$ cat config.mk
export PLATFORM = sky130hd
export DESIGN_NAME = t_ff_bank_counter
export DESIGN_NICKNAME = d
export VERILOG_FILES = /design/src/rtl/t_ff_bank_counter.sv
export SDC_FILE = /design/constraint.sdc
export NUM_CORES = 1
export LEC_CHECK = 0
export CAP_MARGIN = 10
export CORE_AREA = 2 2 39 41
export DETAILED_ROUTE_END_ITERATION = 6
export DIE_AREA = 0 0 41 43
export HOLD_SLACK_MARGIN = 0.1
export PLACE_DENSITY = 0.71
export SLEW_MARGIN = 20
export SYNTH_ARGS = -nofsm -noshare
export SYNTH_HDL_FRONTEND = slang
export SYNTH_SLANG_ARGS = --single-unit
$ cat constraint.sdc
create_clock -name clk -period 1.9 [get_ports clk]
set_clock_uncertainty 0.05 [all_clocks]
set_input_delay 0.285 -clock clk [delete_from_list [all_inputs] [get_ports clk]]
set_output_delay 0.285 -clock clk [all_outputs]
set_load 0.01 [all_outputs]
$ cat src/rtl/t_ff_bank_counter.sv
// Bank of WIDTH toggle cells: per-bit toggle, up/down count, or parallel load.
// Every update is expressed as a toggle mask applied to the register.
module t_ff_bank_counter #(
  parameter int               WIDTH     = 4,
  parameter logic [WIDTH-1:0] RESET_VAL = '0,
  parameter bit               SATURATE  = 1'b0
) (
  input  logic             clk,
  input  logic             rst,
  input  logic             en,
  input  logic [1:0]       mode,
  input  logic [WIDTH-1:0] t,
  input  logic [WIDTH-1:0] d,
  output logic [WIDTH-1:0] q,
  output logic [WIDTH-1:0] qb,
  output logic             ovf
);

  typedef enum logic [1:0] {
    MODE_TOGGLE = 2'b00,
    MODE_UP     = 2'b01,
    MODE_DOWN   = 2'b10,
    MODE_LOAD   = 2'b11
  } mode_e;

  logic [WIDTH-1:0] r_q;
  logic             r_ovf;
  mode_e            w_mode;
  logic [WIDTH-1:0] w_up_tog;
  logic [WIDTH-1:0] w_dn_tog;
  logic [WIDTH-1:0] w_tog;
  logic             w_all_ones;
  logic             w_all_zero;
  logic             w_ovf_nxt;

  assign w_mode     = mode_e'(mode);
  assign w_all_ones = &r_q;
  assign w_all_zero = ~|r_q;

  // Bit i toggles when every lower bit is 1 (up) or 0 (down); bit 0 always toggles.
  always_comb begin
    logic v_ones;
    logic v_zero;
    w_up_tog = '0;
    w_dn_tog = '0;
    v_ones   = 1'b1;
    v_zero   = 1'b1;
    for (int i = 0; i < WIDTH; i++) begin
      w_up_tog[i] = v_ones;
      w_dn_tog[i] = v_zero;
      v_ones      = v_ones & r_q[i];
      v_zero      = v_zero & ~r_q[i];
    end
  end

  // NOTE: every output of a combinational block gets a default first, so no path leaves it unassigned and no latch is inferred.
  always_comb begin
    w_tog     = '0;
    w_ovf_nxt = 1'b0;
    if (en) begin
      unique case (w_mode)
        MODE_TOGGLE: w_tog = t;
        MODE_UP: begin
          w_ovf_nxt = w_all_ones;
          w_tog     = (SATURATE && w_all_ones) ? '0 : w_up_tog;
        end
        MODE_DOWN: begin
          w_ovf_nxt = w_all_zero;
          w_tog     = (SATURATE && w_all_zero) ? '0 : w_dn_tog;
        end
        MODE_LOAD: w_tog = r_q ^ d;
        default:   w_tog = '0;
      endcase
    end
  end

  // NOTE: state registers use non-blocking assignments so every flop samples pre-edge values.
  always_ff @(posedge clk) begin
    if (!rst) begin
      r_q   <= RESET_VAL;
      r_ovf <= 1'b0;
    end else begin
      r_q   <= r_q ^ w_tog;
      r_ovf <= w_ovf_nxt;
    end
  end

  assign q   = r_q;
  assign qb  = ~r_q;
  assign ovf = r_ovf;

endmodule

==> reports/qor.yml, run 1 <==
status:
  status: "finished clean"
clocking:
  clockBufferDepth: 2
  cts.clk_slew.worst_paths_ns: 0.05
  cts_resized: 0
  cts_tree: "done"
  htreeDepth: 1
  clk_latency_ns: 0.25
  cts_made_buffers: 3
  cts-hold-fix-buffers: 0
  cts_post_setup_buffers_inserted: 0
  cts_root_buffer: "clkbuf_4"
  cts_sinks: 5
floorplanning:
  die_y_microns: 43
  fp.dieArea_sq_um: 1763
  fp.coreArea_sq_um: 1384
  boundaryPins: 22
  fp.dieW_microns: 41
  start_util_pct: 32.19
  rows: 14
place:
  port_buffers: 21
  dp_hpwl_microns: 947.7
  post_dp_cell_area_sq_um: 716.9
  finalWeightedCongestion: 0.7831
layout:
  drive_gt1_share_pct: 13.95
  layout.nets: 105
  multi_input_area_sq_um: 300.3
  area_delta_synth_final_pct: 66.85
  final_common_cell: "clkdlybuf4s50_1"
  nFillCells: 128
  regArea_sq_um: 100.1
  antennaDiodeCount: 0
  layout_common_cells: "clkdlybuf4s50_1 (21), inv_1 (9), buf_4 (7)"
  design_area_sq_um: 743.2
setup_path:
  end_kind: "flip-flop"
  cp_max_fo: 3
  cp.required_ns: 1.99
  slowest_stage: "clkdlybuf4s50_1"
  max_stage_delay_ns: 0.51
  critPathArrivalTime_ns: 1.87
  criticalPathCategory: "in -> reg"
  path_cells: "clkdlybuf4s50_1, inv_1, ha_1, nor2b_1, a2111oi_0, o21ai_0, o311a_1"
  cp-start-kind: "input pin"
power_and_ir_drop:
  vdd_drop_max_mv: 0.2598
  power.leakage_nw: 0.3121
  p_per_area_nw_per_um2: 546.9
  p_total_w: 0.0004064
synth:
  ys_warn_count: 0
  ys_ff_latch: 5
  yosysSeqAreaShare_pct: 22.47
  syn_avg_cell_area_sq_um: 8.099
  syn_area_sq_um: 445.4
  synthCells: 55
  ys_types: 26
  synth_nets: 73
sta:
  period_needed_ns: 1.780
  maxSlewHeadroom_pct: 74.82
  fin_crit_sh_pct: 93.67
  report.final.slew_viol_count: 0
  fmax_ghz: 0.5619
  worst_pin_slew_ns: 0.3681
  setup_viol: 0
  rsz0062_at_grt: "false"
  hold_violations: 0
detailed_routing:
  drcViolationCount: 0
  num_vias: 528
  dr.first_iter.drc_count: 2
  antenna_left: 0
  wl_microns: 1244
  viasPerCell: 5.176
  wire_per_inst_microns: 12.20
  dr.pass1.iters: 4
global_routing:
  grt_pass1_vias: 467
  grt.overflow.total: 0
  grt_max_degree: 11
  antenna_found_initial: 0
  gr-usage-all-layers_pct: 16.45
  grt_first_pass_wirelength_microns: 1945
run:
  drv_cap: 0
worst_hold_path:
  min_path_type: "reg -> reg"
metrics by stage:
stage          utilization (%)  std cells  hold slack, ns  TNS (ns)  worst slack, ns
6_report                 53.71        102          0.4700         0           0.1203
5_1_grt                  53.71        102          0.5149         0          0.02697
4_1_cts                  53.71        102          0.4777         0           0.1063
3_5_place_dp             51.81         98          0.4707   -0.3989          -0.1500
3_3_place_gp             51.81         98          0.4584   -0.3003          -0.1341
2_1_floorplan                -         55          0.3662         0           0.4865
Yosys cell counts (all sizes together):
cell type | n | area share (%)
inv | 9 | 7.6
o21ai | 6 | 6.7
a21oi | 5 | 5.6
dfxtp | 5 | 22
ha | 5 | 14
a2111oi | 4 | 9.3
nand2 | 2 | 1.7
nand3 | 2 | 2.2
nor3 | 2 | 2.2
xor2 | 2 | 5.6
a211oi | 1 | 1.7
a32oi | 1 | 2.0
and2 | 1 | 1.4
and3 | 1 | 1.4
buf | 1 | 2.5
mux2i | 1 | 2.2
nand2b | 1 | 1.4
nand4 | 1 | 1.4
nor2b | 1 | 1.4
nor3b | 1 | 1.7
o21a | 1 | 1.7
o311a | 1 | 2.2
or3 | 1 | 1.4
critical path, delay by kind of cell:
family | cells | cell delay, ns
AOI/OAI and AO/OA | 3 | 0.59
buffers and inverters | 2 | 0.60
adders and majority gates | 1 | 0.24
and+or+nand+nor | 1 | 0.16
kinds of logic after synthesis:
family	after synthesis	share of synthesized area, %
DFF	5	22.47
buffers and inverters	10	10.11
adders and majority gates	5	14.04
xor gates and xnor gates	2	5.619
muxes	1	2.247
AOI/OAI and AO/OA	19	29.21
and+or+nand+nor	13	16.30
power breakdown:
part	switching [W]	total [W]	internal (W)
clock	0.0000516	0.000132	0.0000799
sequential	0.0000156	0.000129	0.000114
combinational	0.0000600	0.000146	0.0000857
flip-flops by register name, summed over array words and instances, names as in the netlist:
register / count
ovf: 1
q: 4
cell type report:
class | count | share of cell area [%]
well taps | 16 | 2.694
repair buffers | 28 | 35.35
inverters | 9 | 4.545
clock buffers | 4 | 3.535
flip-flops and latches | 5 | 13.47
multi-input cells | 40 | 40.40
path summary, 6_finish.rpt:
path / slack, ns / to / depth (start not counted) / start
min: 0.47 / q[3]$_SDFF_PN0_ / 2 / q[3]$_SDFF_PN0_
min reg2reg: 0.47 / q[3]$_SDFF_PN0_ / 2 / q[3]$_SDFF_PN0_
max reg2reg: 0.40 / q[0]$_SDFF_PN0_ / 4 / q[0]$_SDFF_PN0_
max: 0.12 / q[1]$_SDFF_PN0_ / 7 / mode[0]
per-layer routing:
layer,part of all wire (%),vias to the layer above,track usage [%]
met5,0,-,0
met4,2.5,0,8.000
met3,5.4,4,6.283
met2,50,14,24.69
met1,42,250,19.55
li1,-,260,-
(Power assumes the default switching activity.)
==> run 2: changes to the inputs <==
--- a/config.mk
+++ b/config.mk
@@ -9,6 +9,7 @@
 export CORE_AREA = 2 2 39 41
 export DETAILED_ROUTE_END_ITERATION = 6
 export DIE_AREA = 0 0 41 43
+export GPL_TIMING_DRIVEN = 0
 export HOLD_SLACK_MARGIN = 0.1
 export PLACE_DENSITY = 0.71
 export SLEW_MARGIN = 20
==> reports/qor.yml, run 2 (synthesis results as in run 1) <==
layout:
  design_area_sq_um: 720.7
  layout.nets: 99
  largest_register_ffs: 4
  antennaDiodeCount: 0
  nFillCells: 141
  fin_util_pct: 52.08
  final_common_cell: "clkdlybuf4s50_1"
  multi_input_area_sq_um: 316.6
  drive_gt1_share_pct: 11.25
  regArea_sq_um: 100.1
  layout_common_cells: "clkdlybuf4s50_1 (20), inv_1 (9), a21oi_1 (5), o21ai_0 (5), dfxtp_1 (5)"
  area_delta_synth_final_pct: 61.80
clocking:
  clockBufferDepth: 2
  cts_root_buffer: "clkbuf_4"
  cts.clk_slew.worst_paths_ns: 0.04
  clk_latency_ns: 0.24
  cts_made_buffers: 3
  cts_sinks: 5
  cts_tree: "done"
  cts-hold-fix-buffers: 0
  htreeDepth: 1
floorplanning:
  start_util_pct: 32.19
  fp.coreArea_sq_um: 1384
  fp.dieW_microns: 41
  rows: 14
  boundaryPins: 22
  fp.dieArea_sq_um: 1763
  die_y_microns: 43
setup_path:
  end_kind: "flip-flop"
  slowest_stage: "clkdlybuf4s50_1"
  worst-r2r-cell-count: 5
  critPathArrivalTime_ns: 1.80
  max_stage_delay_ns: 0.51
  cp.required_ns: 1.97
  timing.rr.end: "q[0]$_SDFF_PN0_"
  criticalPathCategory: "in -> reg"
  r2r_setup_slack_ns: 0.51
  path_cells: "clkdlybuf4s50_1, inv_1, ha_1, nor2b_1, a2111oi_2, o21ai_0, o311a_1"
  cp_max_fo: 3
  cp-start-kind: "input pin"
  cp_num_buf_inv: 2
  critPathTopFamily: "buffers and inverters"
  r2r-start: "q[0]$_SDFF_PN0_"
power_and_ir_drop:
  cell_internal_pwr_w: 0.0002781
  p_comb_share_pct: 38.0
  power.leakage_nw: 0.2933
  p_per_area_nw_per_um2: 548.1
  seqPwrFrac_pct: 31.4
  clockPowerShare_pct: 30.6
  swShare_pct: 29.59
  vdd_drop_max_mv: 0.4583
  switchingPower_w: 0.0001169
worst_hold_path:
  whs_endpoint: "q[3]$_SDFF_PN0_"
  whs_path_depth: 2
  min_path_type: "reg -> reg"
  min_from: "q[3]$_SDFF_PN0_"
detailed_routing:
  dr.first_iter.drc_count: 17
  num_vias: 492
  wire_per_inst_microns: 11.40
  wl_microns: 1094
  drcViolationCount: 0
  antenna_left: 0
  viasPerCell: 5.125
  dr.pass1.iters: 4
status:
  status: "finished clean"
global_routing:
  grt_max_degree: 10
  grt.overflow.total: 0
  grt_first_pass_wirelength_microns: 1676
  grt_pass1_vias: 403
  gr-usage-all-layers_pct: 14.39
  antenna_found_initial: 0
place:
  dp_hpwl_microns: 855.3
  port_buffers: 21
  post_dp_cell_area_sq_um: 675.6
  finalWeightedCongestion: 0.8261
sta:
  setup_viol: 0
  fin_crit_sh_pct: 91.02
  hold_violations: 0
  maxSlewHeadroom_pct: 76.58
  report.final.slew_viol_count: 0
  rsz0062_at_grt: "false"
  fmax_ghz: 0.5782
  period_needed_ns: 1.729
  tns_ns: 0
  worst_pin_slew_ns: 0.3504
run:
  drv_cap: 0
==> run 2: tightest hold or removal path: stages, from the launching register on <==
cell     delay [ns]
dfxtp_1        0.34
nand2_1        0.07
mux2i_1        0.06
==> run 2: how the worst max path moves through the flow <==
stage / start / end / cells after the start
2_1_floorplan: mode[1] / q[1]$_SDFF_PN0_ / 6
3_3_place_gp: mode[1] / q[1]$_SDFF_PN0_ / 7
3_5_place_dp: mode[1] / q[1]$_SDFF_PN0_ / 7
4_1_cts: mode[1] / q[1]$_SDFF_PN0_ / 7
5_1_grt: mode[0] / q[2]$_SDFF_PN0_ / 7
6_report: mode[0] / q[1]$_SDFF_PN0_ / 7
==> run 2: repair_timing <==
item | in CTS | in global routing
resized for setup | 1 | 6
endpoints found under the setup margin | 1 | 2
setup buffers | 0 | 0
==> run 2: metrics by stage <==
| stage | setup slack, ns | std cells | hold WS, ns | total power, W |
|---|---|---|---|---|
| after floorplan | 0.4865 | 55 | 0.3662 | 0.0001956 |
| final | 0.1706 | 96 | 0.4748 | 0.0003950 |
| after global routing | 0.03066 | 96 | 0.5032 | 0.0004248 |
| after global placement | -0.1865 | 92 | 0.4588 | 0.0002679 |
| after detailed placement | -0.2634 | 92 | 0.4757 | 0.0002693 |
| after CTS | 0.02067 | 96 | 0.4814 | 0.0003932 |
==> run 2: power groups by stage <==
stage	clock [W]	sequential [W]	combinational, W
2_1_floorplan	0	0.000129	0.0000670
3_3_place_gp	0	0.000126	0.000142
3_5_place_dp	0	0.000126	0.000143
4_1_cts	0.000124	0.000124	0.000145
5_1_grt	0.000135	0.000126	0.000163
6_report	0.000121	0.000124	0.000150
==> run 2: area by class of cell <==
cell class,count,share of cell area (%)
well taps,16,2.778
clock buffers,4,3.646
multi-input cells,40,43.92
inverters,9,4.688
plain buffers,1,1.563
repair buffers,21,29.51
flip-flops and latches,5,13.89
==> run 2: metal layers <==
metal  vias up  part of all wire, %  track usage, %
met5         -                    0               0
met2        20                   47           19.38
met3         0                  9.0           9.948
li1        250                    -               -
met4         0                    0           3.333
met1       222                   44           18.45
